$ cat config.mk
export PLATFORM = sky130hd
export DESIGN_NAME = nvm_pulse_ctrl
export DESIGN_NICKNAME = d
export VERILOG_FILES = /design/src/rtl/nvm_pkg.sv /design/src/rtl/nvm_pulse_ctrl_phase_timer.sv /design/src/rtl/nvm_pulse_ctrl.sv
export SDC_FILE = /design/constraint.sdc
export NUM_CORES = 1
export LEC_CHECK = 0
export CORE_ASPECT_RATIO = 1.1
export CORE_MARGIN = 3
export CORE_UTILIZATION = 45
export DETAILED_ROUTE_END_ITERATION = 12
export PLACE_DENSITY = 0.77
export SYNTH_ARGS = -nofsm -noshare
export SYNTH_HDL_FRONTEND = slang
export SYNTH_SLANG_ARGS = --single-unit
$ cat constraint.sdc
create_clock -name CLK -period 4.15 [get_ports CLK]
set_input_delay 0.415 -clock CLK [delete_from_list [all_inputs] [get_ports CLK]]
set_output_delay 0.415 -clock CLK [all_outputs]
set_load 0.03 [all_outputs]
$ cat src/rtl/nvm_pkg.sv
// Shared types for the NVM pulse controller: phase encoding and default counter width.
package nvm_pkg;

  localparam int CNT_W_DEF = 8;

  // Encoding is visible on the phase output, so it must stay 0..3 in this order.
  typedef enum logic [1:0] {
    IDLE    = 2'd0,
    SETUP   = 2'd1,
    PULSE   = 2'd2,
    RECOVER = 2'd3
  } pulse_state_t;

endpackage

$ cat src/rtl/nvm_pulse_ctrl_phase_timer.sv
// Up-counting phase timer: flags the final cycle of a phase of length max(len,1).
module phase_timer
  import nvm_pkg::*;
#(
  parameter int CNT_W = CNT_W_DEF
) (
  input  logic             CLK,
  input  logic             nRST,
  input  logic             clear,
  input  logic             en,
  input  logic [CNT_W-1:0] len,
  output logic             last,
  output logic             last_soon
);

  logic [CNT_W-1:0] count_reg;
  logic [CNT_W-1:0] lim;

  assign lim = (len == '0) ? '0 : (len - CNT_W'(1));

  always_ff @(posedge CLK or negedge nRST) begin
    if (!nRST) begin
      count_reg <= '0;
    end else if (clear) begin
      count_reg <= '0;
    end else if (en) begin
      count_reg <= count_reg + CNT_W'(1);
    end
  end

  assign last      = (count_reg == lim);
  // True when the following cycle will be the final one if the phase keeps running.
  assign last_soon = ((count_reg + CNT_W'(1)) == lim);

endmodule

$ cat src/rtl/nvm_pulse_ctrl.sv
// NVM cell access sequencer: SETUP -> PULSE -> RECOVER with per-access phase lengths and abort.
module nvm_pulse_ctrl
  import nvm_pkg::*;
#(
  parameter int CNT_W = CNT_W_DEF
) (
  input  logic             CLK,
  input  logic             nRST,
  input  logic             start,
  input  logic             op_write,
  input  logic [CNT_W-1:0] setup_len,
  input  logic [CNT_W-1:0] pulse_len,
  input  logic [CNT_W-1:0] recover_len,
  input  logic             abort,
  output logic             busy,
  output logic             done,
  output logic             aborted,
  output logic [1:0]       phase,
  output logic             wr_pulse,
  output logic             rd_en,
  output logic             sense_strobe
);

  pulse_state_t     state_reg, state_next;
  logic             op_reg, op_next;
  logic [CNT_W-1:0] setup_len_reg, pulse_len_reg, recover_len_reg;
  logic [CNT_W-1:0] pulse_len_eff, timer_len;
  logic             abort_pend_reg, abort_pend_next;
  logic             accept, abort_hit;
  logic             timer_clear, timer_en, timer_last, timer_last_soon;
  logic             final_pulse_next, done_next;
  logic             busy_reg, done_reg, aborted_reg, wr_pulse_reg, rd_en_reg, sense_strobe_reg;
  logic [1:0]       phase_reg;

  phase_timer #(.CNT_W(CNT_W)) u_timer (
    .CLK       (CLK),
    .nRST      (nRST),
    .clear     (timer_clear),
    .en        (timer_en),
    .len       (timer_len),
    .last      (timer_last),
    .last_soon (timer_last_soon)
  );

  always_comb begin
    timer_len = '0;
    case (state_reg)
      SETUP:   timer_len = setup_len_reg;
      PULSE:   timer_len = pulse_len_reg;
      RECOVER: timer_len = recover_len_reg;
      default: timer_len = '0;
    endcase
  end

  always_comb begin
    state_next    = state_reg;
    abort_hit     = 1'b0;
    accept        = (state_reg == IDLE) && start;
    op_next       = accept ? op_write : op_reg;
    pulse_len_eff = accept ? pulse_len : pulse_len_reg;
    case (state_reg)
      IDLE: begin
        if (start) state_next = (setup_len == '0) ? PULSE : SETUP;
      end
      SETUP: begin
        if (abort) begin
          abort_hit  = 1'b1;
          state_next = IDLE;
        end else if (timer_last) begin
          state_next = PULSE;
        end
      end
      PULSE: begin
        // Abort and normal end share a destination; abort only adds the aborted flag.
        if (abort || timer_last) begin
          abort_hit  = abort;
          state_next = (recover_len_reg == '0) ? IDLE : RECOVER;
        end
      end
      RECOVER: begin
        if (timer_last) state_next = IDLE;
      end
      default: state_next = IDLE;
    endcase
  end

  assign timer_clear     = (state_next != state_reg);
  assign timer_en        = (state_reg != IDLE);
  assign abort_pend_next = accept ? 1'b0 : (abort_pend_reg | abort_hit);
  assign done_next       = (state_next == IDLE) && (state_reg != IDLE);
  // The strobe is registered, so it is decided on the edge that enters the final PULSE cycle.
  assign final_pulse_next = (state_reg == PULSE) ? timer_last_soon
                                                 : (pulse_len_eff <= CNT_W'(1));

  always_ff @(posedge CLK or negedge nRST) begin
    if (!nRST) begin
      state_reg       <= IDLE;
      op_reg          <= 1'b0;
      setup_len_reg   <= '0;
      pulse_len_reg   <= '0;
      recover_len_reg <= '0;
      abort_pend_reg  <= 1'b0;
    end else begin
      state_reg      <= state_next;
      op_reg         <= op_next;
      abort_pend_reg <= abort_pend_next;
      if (accept) begin
        setup_len_reg   <= setup_len;
        pulse_len_reg   <= pulse_len;
        recover_len_reg <= recover_len;
      end
    end
  end

  always_ff @(posedge CLK or negedge nRST) begin
    if (!nRST) begin
      busy_reg         <= 1'b0;
      done_reg         <= 1'b0;
      aborted_reg      <= 1'b0;
      phase_reg        <= 2'd0;
      wr_pulse_reg     <= 1'b0;
      rd_en_reg        <= 1'b0;
      sense_strobe_reg <= 1'b0;
    end else begin
      busy_reg         <= (state_next != IDLE);
      done_reg         <= done_next;
      aborted_reg      <= done_next && abort_pend_next;
      phase_reg        <= state_next;
      wr_pulse_reg     <= (state_next == PULSE) && op_next;
      rd_en_reg        <= (state_next == PULSE) && !op_next;
      sense_strobe_reg <= (state_next == PULSE) && !op_next && final_pulse_next;
    end
  end

  assign busy         = busy_reg;
  assign done         = done_reg;
  assign aborted      = aborted_reg;
  assign phase        = phase_reg;
  assign wr_pulse     = wr_pulse_reg;
  assign rd_en        = rd_en_reg;
  assign sense_strobe = sense_strobe_reg;

endmodule

# Word level (Yosys, flattened, before mapping)
# Cells that the tools add are included.
dict set report word_totals {
  regBits 42
  inputBits 29
  output_inout_bits 8
  wordCells 59
}
dict set report op_classes {
  add_sub_neg 2
  order_cmp 1
  eq_ne 7
  mux 19
  n_bitwise 1
  n_reduce_logical 16
}
# operator n
set op_table {}
lappend op_table {{8-bit two-way mux} 4}
lappend op_table {{8-bit zero test} 3}
lappend op_table {{8-bit case mux with 3 select lines} 1}
lappend op_table {{8-bit equality test} 2}
lappend op_table {{2-bit two-way mux} 7}
lappend op_table {{8-bit by 1-bit adder with 8-bit output (second input constant)} 1}
lappend op_table {{8-bit by 1-bit less-or-equal comparator with 1-bit output (second input constant)} 1}
lappend op_table {{2-bit case mux with 4 select lines} 1}
lappend op_table {{8-bit by 1-bit subtractor with 8-bit output (second input constant)} 1}
lappend op_table {{2-bit equality test (second input constant)} 3}
lappend op_table {{1-bit logical AND} 6}
lappend op_table {{2-bit nonzero test} 3}
lappend op_table {{1-bit two-way mux} 5}
lappend op_table {{2-bit zero test} 2}
lappend op_table {{2-bit by 1-bit equality test with 1-bit output (second input constant)} 1}
lappend op_table {{2-bit inequality test} 1}
lappend op_table {{1-bit case mux with 2 select lines} 1}
lappend op_table {{1-bit zero test} 1}
lappend op_table {{1-bit logical OR} 1}
lappend op_table {{1-bit OR} 1}

# Depth between registers and ports, before layout
# Gate-level depths: netlist of the first run.
dict set report logic_depth {
  ltp_word 11
  ltp_mapped 18
  depth_no_buf 15
}

# By module
# From an unflattened synthesis of the first run, not the netlist that was laid out.
dict set report unflattened {
  cells_unflattened 256
  hier_area_um2 2605.0
}
# mod instances cells_each area_per_inst_um2 seq_area_each_um2
set modules_own_cells {}
lappend modules_own_cells {nvm_pulse_ctrl 1 141 1700.4 850.8}
lappend modules_own_cells {phase_timer 1 115 904.6 200.2}

# Worst setup path before layout of the first run
# OpenSTA, ideal clock, no wires.
dict set report synth_path {
  kind {register -> register}
  from {reg phase[1] (netlist name)}
  to {reg busy_reg (netlist: busy)}
  setup_time_ns 0.124
  arrival_time_ns 4.340
  t_required_ns 4.026
  setup_slack_ns -0.314
  path_stages_with_launch 19
  n_path_buf 5
  synth_period_minus_slack_ns 4.464
  path_cell_list {dfrtp_1 > inv_1 > ha_1 > clkbuf_1 > clkbuf_1 > clkbuf_1 > or2_2 > ha_1 > clkbuf_1 > xor2_1 > a211o_1 > a21oi_1 > nor4b_1 > o2111a_1 > and3_1 > clkbuf_2 > or3_1 > a31o_4 > or2_1}
}
# element line
set synth_lines {}
lappend synth_lines {{end signal: assignment} nvm_pulse_ctrl.sv:125} ;# busy_reg <= (state_next != IDLE);
lappend synth_lines {{end: declaration} nvm_pulse_ctrl.sv:32} ;# logic busy_reg, done_reg, aborted_reg, wr_pulse_reg, rd_en_reg, sense_strobe_reg;

==> results.toml, run 1 <==
[outcome]
status = "completed"

[cts]
cts_made_buffers = 5
root_buffer = "clkbuf_8"
cts_tree = "yes"
clk_pin_slew_worst_paths_ns = 0.08
postCtsHoldBufs = 0
clk_latency_ns = 0.30
clock_path_buffers = 2
htreeDepth = 2
clock_sinks = 42

[floorplan]
dieArea_um2 = 7330
coreArea_um2 = 5950
fp.dieW_um = 81.9
rows = 29
die_y_um = 89.5
start_util_pct = 47.9
io_pins = 37

[worst_hold_path]
hold_class = "input pin to async pin"

[final_layout]
nFillCells = 533
regArea_um2 = 1050
final_nets = 378
drive_above_1_share_pct = 23.4
antenna_cells = 0
final_cell_area_um2 = 3540
area_growth_pct = 24.2
multi_input_area_um2 = 1760

[sta]
worst_pin_slew_ns = 0.911
finalWorstSetupSlack_ns = 0.176
fmax_ghz = 0.252
fin_crit_ns = 3.97
hold_viol_final = 0
period_share_pct = 95.8
setup_tns_ns = 0
slew_viol_final = 0
slew_headroom_pct = 39.3
finalSetupViolations = 0
worst_clock_skew_ns = 0.00885

[global_routing]
antenna_found_initial = 0
grtUsageTotal_pct = 20.9
grt_max_degree = 43
grt_pass1_vias = 2464
grt_pass1_wl_mm = 11.8
gr-total-overflow = 0

[worst_setup_path]
crit_family = "simple AND/OR/NAND/NOR gates"
start_kind = "flop"
cp_max_fo = 8
required_ns = 4.33
reg2regPathDepth = 16
cp.arrival_ns = 4.16
max_stage_delay_ns = 0.45
crit_chain = "inv_2 > ha_2 > buf_6 > a222oi_1 > buf_4 > or2_2 > ha_4 > xor2_4 > a211o_1 > a21oi_2 > nor4b_2 > o2111a_2 > and3_2 > or3_1 > a31o_4 > or2_1"
crit_type = "flop to flop"
critPathBufInv = 3
crit_slowest_cell = "dfrtp_2"
worstSetupEndpointType = "flop"
cp.depth = 16

[logic_synthesis]
synth_warnings = 0
synth_cell_types = 65
syn_area_per_cell_um2 = 9.57
yosysTopAreaCell = "dfrtp_1"
synthArstFlopShare_pct = 100
synthCells = 298
synth-edff-count = 0
ys_top_cells_by_count = "42 x dfrtp_1, 25 x nor2_1, 24 x mux2_2"
syn_nets = 335
synth_flop_cell = "dfrtp_1"
yosysMostFrequentCell = "dfrtp_1"
synth_area_leaders = "dfrtp_1 37%, mux2_2 9.5%, xnor2_1 4.3%, ha_1 3.5%, nor2_1 3.3%"
ys_seq_area_share_pct = 36.9
ys_seq_elements = 42
syn_area_um2 = 2850
synth_top_area_share_pct = 36.9

[power_and_ir_drop]
vdd_drop_max_mv = 0.466
power_density_nw_per_um2 = 921
leakagePower_uw = 0.00142

[route]
drcViolationCount = 0
wire_per_inst_um = 17.1
first_iter_violations = 280
vias_per_cell = 6.17
drt_pass1_iterations = 5
met1_length_mm = 3.05
wl_met2_mm = 3.60
highest_layer = "met4"
routed-wl-met3_um = 346
antenna_left = 0
wl_mm = 7.18
vias = 2585

[placed_design]
dp_hpwl_mm = 5.26
io_buffers = 36
gp_congestion = 0.946
place_ws_ns = -0.0768
postPlaceCellArea_um2 = 3320

[flow_run]
max_cap_violations = 0
[power by group]
group          internal (uW)  switching [uW]
registers                577             143
clock network            134             144
logic                   1020            1240
[metrics by stage]
step	util (%)	instances	power (uW)	hold slack, ns
final	59.5	419	3260	0.242
after global routing	59.5	419	3500	0.313
after CTS	57.8	413	3080	0.265
after detailed placement	55.8	404	2750	0.495
after global placement	55.8	404	2710	0.496
after floorplan	-	298	2210	0.119
[cell families after synthesis]
group | after synthesis | share of synthesized area [%]
flops | 42 | 36.9
fa+ha+maj | 8 | 3.51
xor+xnor | 22 | 6.76
compound gates | 69 | 18.6
buf+inv | 27 | 3.86
simple gates | 102 | 19.5
mux | 28 | 10.9
[worst paths after layout]
check	from	end	slack, ns
setup reg to reg	phase[1]$_DFF_PN0_	busy$_DFF_PN0_	0.18
setup / recovery	phase[1]$_DFF_PN0_	busy$_DFF_PN0_	0.18
min in group CLK	setup_len_reg[0]$_DFFE_PN0P_	setup_len_reg[0]$_DFFE_PN0P_	0.52
hold reg to reg	setup_len_reg[0]$_DFFE_PN0P_	setup_len_reg[0]$_DFFE_PN0P_	0.52
hold / removal	nRST	recover_len_reg[3]$_DFFE_PN0P_	0.24
max in group asynchronous	nRST	phase[1]$_DFF_PN0_	3.28
[area by class of cell]
cell class	instances	area share, %
clock buffers	6	2.33
clock inverters	2	0.353
inverters	8	0.848
multi-input cells	229	49.8
flip-flops and latches	42	29.8
well taps	77	2.72
repair buffers	55	14.2
[metal layers]
metal	global-route usage (%)	up-vias
met2	35.0	86
met5	0	-
met1	26.9	1282
met4	8.01	0
met3	3.43	20
li1	-	1197
[repair_timing]
action / in CTS / in global routing
buffers inserted: 1 / 6
gates resized for setup: 4 / 13
endpoints found under the hold margin: 0 / 0
endpoints found under the setup margin: 12 / 16
pin swaps: 1 / 2
[cell usage in the layout, fill, tap and decap left out, types with 3 or more instances in the layout]
cell / count
o31ai_1: 5
mux2i_1: 4
clkdlybuf4s50_1: 35
nor3_1: 9
nand2b_1: 3
or2_2: 3
xnor2_1: 14
o21a_1: 3
inv_2: 3
a222oi_1: 8
buf_4: 18
mux2_2: 24
dfrtp_1: 40
and3_1: 4
inv_1: 5
nand2_1: 14
a21oi_1: 8
o32ai_1: 3
nand3_1: 10
and2_1: 3
ha_2: 3
nor2_1: 24
xor2_1: 7
o21ai_0: 7
a31oi_1: 8
nor4_1: 5
ha_1: 4
nor2b_1: 3
clkbuf_8: 6
Note: power is estimated with default switching activity, not from simulation.
==> inputs of run 2 (changes only) <==
- GPL_ROUTABILITY_DRIVEN: default -> 0
==> results of run 2 <==
Final layout, timing and power as in run 1 (identical DEF).
